===== src/rtl/fp_pkg.sv =====
// rtl/fp_pkg.sv - shared types, flag indices and helpers for the fp add/sub pipeline
package fp_pkg;

   localparam int FP_EXP_W = 8;
   localparam int FP_MAN_W = 23;
   localparam int FP_TAG_W = 4;

   localparam int FLG_INEXACT  = 0;
   localparam int FLG_OVERFLOW = 1;
   localparam int FLG_INVALID  = 2;

   typedef enum logic [2:0] {
      FP_ZERO,
      FP_SUB,
      FP_NORM,
      FP_INF,
      FP_NAN
   } fp_class_e;

   typedef struct packed {
      fp_class_e cls;
      logic      sign;
      logic      snan;
   } fp_info_t;

   function automatic fp_class_e fp_classify(input logic exp_zero, input logic exp_ones,
                                             input logic man_zero);
      if (exp_ones) return man_zero ? FP_INF : FP_NAN;
      if (exp_zero) return man_zero ? FP_ZERO : FP_SUB;
      return FP_NORM;
   endfunction

   // Canonical quiet NaN: sign 0, exponent all ones, only the mantissa MSB set.
   function automatic logic [63:0] fp_qnan(input int exp_w, input int man_w);
      return (((64'd1 << exp_w) - 64'd1) << man_w) | (64'd1 << (man_w - 1));
   endfunction

endpackage


===== src/rtl/fp_lzc.sv =====
// rtl/fp_lzc.sv - combinational leading-zero counter; all-zero input yields WIDTH
module fp_lzc #(
   parameter int WIDTH = 27,
   parameter int CW    = $clog2(WIDTH + 1)
) (
   input  logic [WIDTH-1:0] data_i,
   output logic [CW-1:0]    count_o
);

   // Ascending scan: the highest set bit is the last one to write the count.
   always_comb begin
      count_o = CW'(WIDTH);
      for (int i = 0; i < WIDTH; i++) begin
         if (data_i[i]) count_o = CW'(WIDTH - 1 - i);
      end
   end

endmodule


===== src/rtl/fp_addsub_pipe.sv =====
// rtl/fp_addsub_pipe.sv - 4-stage IEEE-754 add/subtract with RNE rounding, flags and tag
module fp_addsub_pipe
   import fp_pkg::*;
#(
   parameter int EXP_W = FP_EXP_W,
   parameter int MAN_W = FP_MAN_W,
   parameter int TAG_W = FP_TAG_W
) (
   input  logic                       clk_i,
   input  logic                       rst_i,
   input  logic                       in_valid_i,
   output logic                       in_ready_o,
   input  logic [EXP_W+MAN_W:0]       in_a_i,
   input  logic [EXP_W+MAN_W:0]       in_b_i,
   input  logic                       in_op_i,
   input  logic [TAG_W-1:0]           in_tag_i,
   output logic                       out_valid_o,
   input  logic                       out_ready_i,
   output logic [EXP_W+MAN_W:0]       out_res_o,
   output logic [TAG_W-1:0]           out_tag_o,
   output logic [2:0]                 out_flags_o
);

   localparam int W   = 1 + EXP_W + MAN_W;
   localparam int EW  = EXP_W + 2;
   localparam int FW  = MAN_W + 4;
   localparam int AW  = MAN_W + 3;
   localparam int LZW = $clog2(FW + 1);

   localparam logic [W-1:0]          QNAN    = W'(fp_qnan(EXP_W, MAN_W));
   localparam logic signed [EW-1:0]  ONE     = $signed(EW'(1));
   localparam logic signed [EW-1:0]  EXP_MAX = $signed(EW'((1 << EXP_W) - 1));
   localparam logic [EXP_W-1:0]      SH_SAT  = EXP_W'(MAN_W + 3);

   typedef struct packed {
      logic                    byp;
      logic [W-1:0]            byp_res;
      logic [2:0]              byp_flags;
      logic                    sign;
      logic                    eff_sub;
      logic signed [EW-1:0]    exp;
      logic [TAG_W-1:0]        tag;
   } ctl_t;

   typedef struct packed {
      ctl_t                    ctl;
      logic [MAN_W:0]          man_l;
      logic [MAN_W:0]          man_s;
      logic [EXP_W-1:0]        diff;
   } s1_t;

   typedef struct packed {
      ctl_t                    ctl;
      logic [FW-1:0]           man_l;
      logic [FW-1:0]           man_s;
   } s2_t;

   typedef struct packed {
      ctl_t                    ctl;
      logic [FW:0]             sum;
   } s3_t;

   logic       [3:0] valid_q;
   s1_t              s1_d, s1_q;
   s2_t              s2_d, s2_q;
   s3_t              s3_d, s3_q;
   logic [W-1:0]     res_d, out_res_q;
   logic [2:0]       flags_d, out_flags_q;
   logic [TAG_W-1:0] out_tag_q;
   logic             advance;

   assign advance     = !valid_q[3] || out_ready_i;
   assign in_ready_o  = advance;
   assign out_valid_o = valid_q[3];
   assign out_res_o   = out_res_q;
   assign out_tag_o   = out_tag_q;
   assign out_flags_o = out_flags_q;

   // S1: classify, resolve specials, order operands by magnitude
   fp_info_t         a_info, b_info;
   logic [EXP_W-1:0] a_e, b_e, l_e, s_e, l_ee, s_ee;
   logic [MAN_W-1:0] a_m, b_m, l_m, s_m;
   logic             a_big;

   always_comb begin
      a_e         = in_a_i[W-2 -: EXP_W];
      b_e         = in_b_i[W-2 -: EXP_W];
      a_m         = in_a_i[MAN_W-1:0];
      b_m         = in_b_i[MAN_W-1:0];
      a_info.sign = in_a_i[W-1];
      b_info.sign = in_b_i[W-1] ^ in_op_i;
      a_info.cls  = fp_classify(a_e == '0, &a_e, a_m == '0);
      b_info.cls  = fp_classify(b_e == '0, &b_e, b_m == '0);
      a_info.snan = (a_info.cls == FP_NAN) && !a_m[MAN_W-1];
      b_info.snan = (b_info.cls == FP_NAN) && !b_m[MAN_W-1];

      a_big = in_a_i[W-2:0] >= in_b_i[W-2:0];
      l_e   = a_big ? a_e : b_e;
      s_e   = a_big ? b_e : a_e;
      l_m   = a_big ? a_m : b_m;
      s_m   = a_big ? b_m : a_m;
      l_ee  = (l_e == '0) ? EXP_W'(1) : l_e;
      s_ee  = (s_e == '0) ? EXP_W'(1) : s_e;

      s1_d             = '0;
      s1_d.ctl.tag     = in_tag_i;
      s1_d.ctl.sign    = a_big ? a_info.sign : b_info.sign;
      s1_d.ctl.eff_sub = a_info.sign ^ b_info.sign;
      s1_d.ctl.exp     = $signed(EW'(l_ee));
      s1_d.man_l       = {l_e != '0, l_m};
      s1_d.man_s       = {s_e != '0, s_m};
      s1_d.diff        = l_ee - s_ee;

      if (a_info.cls == FP_NAN || b_info.cls == FP_NAN) begin
         s1_d.ctl.byp                    = 1'b1;
         s1_d.ctl.byp_res                = QNAN;
         s1_d.ctl.byp_flags[FLG_INVALID] = a_info.snan | b_info.snan;
      end else if (a_info.cls == FP_INF && b_info.cls == FP_INF
                   && a_info.sign != b_info.sign) begin
         s1_d.ctl.byp                    = 1'b1;
         s1_d.ctl.byp_res                = QNAN;
         s1_d.ctl.byp_flags[FLG_INVALID] = 1'b1;
      end else if (a_info.cls == FP_INF) begin
         s1_d.ctl.byp     = 1'b1;
         s1_d.ctl.byp_res = {a_info.sign, {EXP_W{1'b1}}, {MAN_W{1'b0}}};
      end else if (b_info.cls == FP_INF) begin
         s1_d.ctl.byp     = 1'b1;
         s1_d.ctl.byp_res = {b_info.sign, {EXP_W{1'b1}}, {MAN_W{1'b0}}};
      end
   end

   // S2: align the smaller operand; everything shifted past R collapses into sticky
   logic [EXP_W-1:0] al_sh;
   logic [AW-1:0]    al_ext, al_shifted, al_lost;

   always_comb begin
      al_sh      = (s1_q.diff > SH_SAT) ? SH_SAT : s1_q.diff;
      al_ext     = {s1_q.man_s, 2'b00};
      al_shifted = al_ext >> al_sh;
      al_lost    = al_ext & ~({AW{1'b1}} << al_sh);
      s2_d.ctl   = s1_q.ctl;
      s2_d.man_l = {s1_q.man_l, 3'b000};
      s2_d.man_s = {al_shifted, |al_lost};
   end

   // S3: magnitude add/subtract; |L| >= |S| so the difference never goes negative
   always_comb begin
      s3_d.ctl = s2_q.ctl;
      if (s2_q.ctl.eff_sub) s3_d.sum = {1'b0, s2_q.man_l} - {1'b0, s2_q.man_s};
      else                  s3_d.sum = {1'b0, s2_q.man_l} + {1'b0, s2_q.man_s};
   end

   // S4: normalise, round to nearest even, pack
   logic [LZW-1:0]         lz;
   logic [FW:0]            sum;
   logic [FW-1:0]          norm;
   logic signed [EW-1:0]   lim, lz_e, sh_e, e_n, e_r;
   logic [MAN_W+1:0]       man_r;
   logic [MAN_W-1:0]       mant;
   logic                   up, inexact;

   fp_lzc #(
      .WIDTH (FW),
      .CW    (LZW)
   ) u_lzc (
      .data_i  (s3_q.sum[FW-1:0]),
      .count_o (lz)
   );

   always_comb begin
      sum  = s3_q.sum;
      lim  = s3_q.ctl.exp - ONE;
      lz_e = $signed(EW'(lz));
      sh_e = '0;
      if (sum[FW]) begin
         norm = {sum[FW:2], |sum[1:0]};
         e_n  = s3_q.ctl.exp + ONE;
      end else begin
         // Left shift stops at exponent 1 so that tiny results stay subnormal.
         sh_e = (lz_e > lim) ? lim : lz_e;
         norm = sum[FW-1:0] << sh_e;
         e_n  = s3_q.ctl.exp - sh_e;
      end

      up      = norm[2] & (norm[1] | norm[0] | norm[3]);
      inexact = |norm[2:0];
      man_r   = {1'b0, norm[FW-1:3]} + {{(MAN_W + 1){1'b0}}, up};
      if (man_r[MAN_W+1]) begin
         mant = man_r[MAN_W:1];
         e_r  = e_n + ONE;
      end else begin
         mant = man_r[MAN_W-1:0];
         e_r  = man_r[MAN_W] ? e_n : '0;
      end

      res_d                = {s3_q.ctl.sign, e_r[EXP_W-1:0], mant};
      flags_d              = '0;
      flags_d[FLG_INEXACT] = inexact;
      if (e_r >= EXP_MAX) begin
         res_d                 = {s3_q.ctl.sign, {EXP_W{1'b1}}, {MAN_W{1'b0}}};
         flags_d[FLG_OVERFLOW] = 1'b1;
         flags_d[FLG_INEXACT]  = 1'b1;
      end
      if (sum == '0) begin
         res_d   = {s3_q.ctl.sign & !s3_q.ctl.eff_sub, {(W - 1){1'b0}}};
         flags_d = '0;
      end
      if (s3_q.ctl.byp) begin
         res_d   = s3_q.ctl.byp_res;
         flags_d = s3_q.ctl.byp_flags;
      end
   end

   always_ff @(posedge clk_i or posedge rst_i) begin
      if (rst_i) begin
         valid_q     <= '0;
         s1_q        <= '0;
         s2_q        <= '0;
         s3_q        <= '0;
         out_res_q   <= '0;
         out_tag_q   <= '0;
         out_flags_q <= '0;
      end else if (advance) begin
         valid_q     <= {valid_q[2:0], in_valid_i};
         s1_q        <= s1_d;
         s2_q        <= s2_d;
         s3_q        <= s3_d;
         out_res_q   <= res_d;
         out_tag_q   <= s3_q.ctl.tag;
         out_flags_q <= flags_d;
      end
   end

endmodule


===== config.mk =====
export PLATFORM = sky130hd
export DESIGN_NAME = fp_addsub_pipe
export DESIGN_NICKNAME = d
export VERILOG_FILES = /design/src/rtl/fp_pkg.sv /design/src/rtl/fp_lzc.sv /design/src/rtl/fp_addsub_pipe.sv
export SDC_FILE = /design/constraint.sdc
export NUM_CORES = 1
export LEC_CHECK = 0
export CAP_MARGIN = 20
export CELL_PAD_IN_SITES_DETAIL_PLACEMENT = 1
export CELL_PAD_IN_SITES_GLOBAL_PLACEMENT = 2
export CORE_UTILIZATION = 36
export DETAILED_ROUTE_END_ITERATION = 7
export DONT_BUFFER_PORTS = 1
export PLACE_DENSITY = 0.82
export SLEW_MARGIN = 25
export SYNTH_ARGS = -nofsm -noshare
export SYNTH_HDL_FRONTEND = slang
export SYNTH_SLANG_ARGS = --single-unit

===== constraint.sdc =====
create_clock -name clk_i -period 7.2 [get_ports clk_i]
set_input_delay 1.08 -clock clk_i [delete_from_list [all_inputs] [get_ports clk_i]]
set_output_delay 1.08 -clock clk_i [all_outputs]
set_load 0.02 [all_outputs]

==> summary.md <==
| Metric | Value |
|---|---|
| Crit-path slowest cell | a221oi_1 |
| Rel. slew slack | roughly a fifth |
| DP HPWL | 56.4 mm |
| Filler cells | roughly 6,400 |
| Die area | 54,800 um2 |
| EDFF count, synth | 0 |
| Syn Nets | ~2,600 |
| Row count | 84 |
| Routed wire length | 72.7 mm |
| Dpl cells | between 3,000 and 4,000 |
| Final #Nets | 2,624 |
| Global-route wire length before repair | 114 mm |
| DR WL/cell | 23.0 um |
| CTS Hold Bufs | 0 |
| Min cycle time layout | 6.96 ns |
| Pwr Total | approximately 13 mW |
| Total number of vias | 18,700 |
| Post-route insts no fill | around 3,200 |
| CTS Sinks | 232 |
| Clock buffer depth | 3 |
| Antenna viol nets, final | 0 |
| DRC Markers | 0 |
| Final Skew | about 0.011 ns |
| Sequential area share after synthesis | 30.0% |
| Max Slew Vio Count | 0 |
| Die Span Y | 234 um |
| Share of cells above drive strength 1 | 11.9% |
| Leakage | 9.69 nW |
| Setup violations, final | 0 |
| Antenna violations before repair | 0 |
| Cells after Synth | around 2,400 |
| Post-Syn Area per Cell | approximately 7.9 um2 |
| Pre-antenna DRT Iters | 8 |
| Fmax | 144 MHz |
| Async set or reset register ratio after synthesis | 100% |
| DIE WIDTH | approximately 230 um |
| GPL Wtd Cong | 0.990 |
| WP buf/inv | 7 |
| Via density | 5.93 |
| Initial Utilization | 36.7% |
| Crit-path max cell delay | around 0.99 ns |
| WS Path Type | register to register |
| Starting DRT DRC Count | 1,459 |
| Worst-skew pair later-pin latency | 0.56 ns |
| Yosys top cell by area | dfrtp_1 |
| Max Cap Viol | 0 |
| Outcome | completed |
| Largest net degree at the start of global routing | 204 |
| Area contributors post-synth | dfrtp_1 30%, nand2_1 9.0%, mux2i_1 7.1% |
| Clock Root Buffer | clkbuf_16 |
| Core Footprint | ~53,000 um2 |
| CP endpoint kind | register |
| Diode count | 0 |
| CTS tree | done |
| Post-synthesis cell area | 19,400 um2 |
| Primary FF master, synth | dfrtp_1 |
| CP max FO | 23 |
| Synth-to-Final Area Change | 12.0% |
| Area fraction of the dominant cell type after synthesis | 30.0% |
| Slew @ Worst Pin | around 1.2 ns |
| Yosys warnings | 0 |
| Kind of cell adding the most delay to the critical path | compound AO/OA/AOI/OAI gates |
| Hold WC Path Type | primary input to async pin |
| Yosys reg bits | around 230 |
| Worst Path Required | 7.65 ns |
| Maximum VDD drop | roughly 0.23 mV |
| Fin crit share | 96.7% |
| Final hold violation count | 0 |
| Total track usage | 26.5% |
| Synth cell types | between 100 and 150 |
| Crit path DAT | approximately 7.4 ns |
| Most used cell, CP | buf_4 |
| I/O pins | 114 |
| Pwr Density | 609 nW/um2 |
| GR Overflow Total | 0 |
| Input/output buffers | 0 |
| Startpoint types | register |
| Num CTS Buffers | 28 |
| Vias in the first global route | ~19,000 |
| H-tree levels | 1 |
| Worst-path clk slew | 0.06 ns |
[flip-flops by register name (all words and copies together), names as in the netlist]
register     cells
al_ext          24
s3_q            18
sum             28
s2_q            69
s1_q            50
out_res_o       32
valid_q          4
out_tag_o        4
out_flags_o      3
[power breakdown]
part           leakage, nW  internal (mW)  switching (mW)  total [mW]
clock                0.478          0.871           0.595        1.47
combinational         6.37           3.54            5.61        9.15
sequential            2.84           1.84           0.766        2.61
total                 9.69           6.25            6.97        13.2
[worst paths after layout]
| kind | from | end | slack, ns | depth (start not counted) |
|---|---|---|---|---|
| max in group asynchronous | rst_i | sum[15]$_DFFE_PP0P_ | 5.77 | 3 |
| worst min-delay path | rst_i | s1_q[47]$_DFFE_PP0P_ | 0.44 | 2 |
| min in group clk_i | s2_q[62]$_DFFE_PP0P_ | s2_q[62]$_DFFE_PP0P_ | 0.46 | 2 |
| worst max-delay path | sum[23]$_DFFE_PP0P_ | out_res_o[21]$_DFFE_PP0P_ | 0.24 | 27 |
| worst max register to register | sum[23]$_DFFE_PP0P_ | out_res_o[21]$_DFFE_PP0P_ | 0.24 | 27 |
| worst min register to register | s2_q[62]$_DFFE_PP0P_ | s2_q[62]$_DFFE_PP0P_ | 0.46 | 2 |
[cells in the mapped netlist, types with 9 or more instances]
master     instances
nand4_1           37
o22ai_1           24
a221oi_1          17
o21a_1            20
nor4_1            34
nor3_1            55
xnor2_1           41
xor2_1            24
buf_1             14
a22oi_1           17
and2_1            14
mux2i_1          137
o31ai_1           23
nand2b_1          28
clkbuf_1         123
dfrtp_1          232
nor2b_1           19
nand3_1           80
buf_2             16
buf_6              9
ha_1             101
a2111oi_0         10
a21oi_1          111
nand2_1          465
o21ai_0          184
a211o_1           14
and3_1            18
a31oi_1           17
nor2_1           146
mux2_2            18
o211ai_1          25
a211oi_1          22
or3_1             21
inv_1            105
o31ai_2           18
a21o_1            21
[logic make-up (layout without fill, tap and decap cells)]
kind of cell             count (synthesis)  count (layout)  share of synthesized area (%)
multiplexers                           157             157                           8.28
adder cells (fa/ha/maj)                105             105                           6.88
buffers and inverters                  279             303                           6.09
XOR/XNOR                                65              65                           2.94
AO/OA/AOI/OAI                          635             635                           22.4
flip-flops                             232             232                           30.0
AND/OR/NAND/NOR                        972             972                           23.5
[cell usage in the layout (no fill, tap or decap), types with 52 or more instances in the layout]
| cell | synthesis | final |
|---|---|---|
| a21oi_1 | 111 | 111 |
| buf_4 | 3 | 129 |
| dfrtp_1 | 232 | 231 |
| ha_1 | 101 | 101 |
| inv_1 | 105 | 104 |
| mux2i_1 | 137 | 137 |
| nand2_1 | 465 | 465 |
| nand3_1 | 80 | 79 |
| nor2_1 | 146 | 145 |
| nor3_1 | 55 | 52 |
| o21ai_0 | 184 | 184 |
[worst reg2reg max path: stages, from the launching register on]
cell	delay [ns]
dfrtp_1	0.50
or2_2	0.34
or4_1	0.54
and2_1	0.19
a21o_1	0.17
inv_2	0.10
ha_1	0.23
nand4_1	0.10
nand4_2	0.19
nor3_2	0.27
buf_12	0.22
a211oi_2	0.08
buf_4	0.20
a221oi_1	1.00
nor3_1	0.15
o21a_1	0.23
o31ai_1	0.56
nor3_1	0.13
buf_4	0.18
nand4_1	0.16
buf_4	0.15
o21ai_0	0.08
o21ai_1	0.16
buf_4	0.18
nor4_2	0.05
and3_1	0.23
buf_12	0.18
o31ai_1	0.29
[repair_timing]
action / CTS / global route
buffers inserted: 0 / 5
endpoints found under the setup margin: 0 / 33
resized for setup: 0 / 15
[stage by stage]
step           hold WS [ns]  setup WS [ns]  TNS [ns]  utilization, %  area, um2
2_1_floorplan         0.430          0.620         0               -      19400
3_3_place_gp          0.446          0.321         0            39.0      20600
3_5_place_dp          0.455          0.202         0            39.0      20600
4_1_cts               0.469          0.181         0            40.8      21600
5_1_grt               0.455        -0.0176   -0.0337            41.1      21700
6_report              0.444          0.238         0            41.1      21700
[layer usage]
metal / vias up / GRT usage (%) / wire length [um] / share of wire [%]
met2: 440 / 43.6 / 33600 / 46
met5: - / 0 / 0 / 0
li1: 8799 / - / - / -
met1: 9375 / 36.3 / 33800 / 47
met3: 120 / 2.78 / 2920 / 4.0
met4: 0 / 8.14 / 2340 / 3.2
[layout make-up]
| class | instances | area (um2) | share of cell area (%) |
|---|---|---|---|
| clock buffer | 37 | 816 | 3.76 |
| multi-input combinational | 1934 | 12500 | 57.5 |
| sequential | 232 | 5810 | 26.7 |
| inverter | 112 | 432 | 1.99 |
| timing repair buffer | 139 | 1170 | 5.38 |
| tap | 688 | 861 | 3.97 |
| clock inverter | 15 | 148 | 0.680 |
Power figures use the tool's default switching activity.
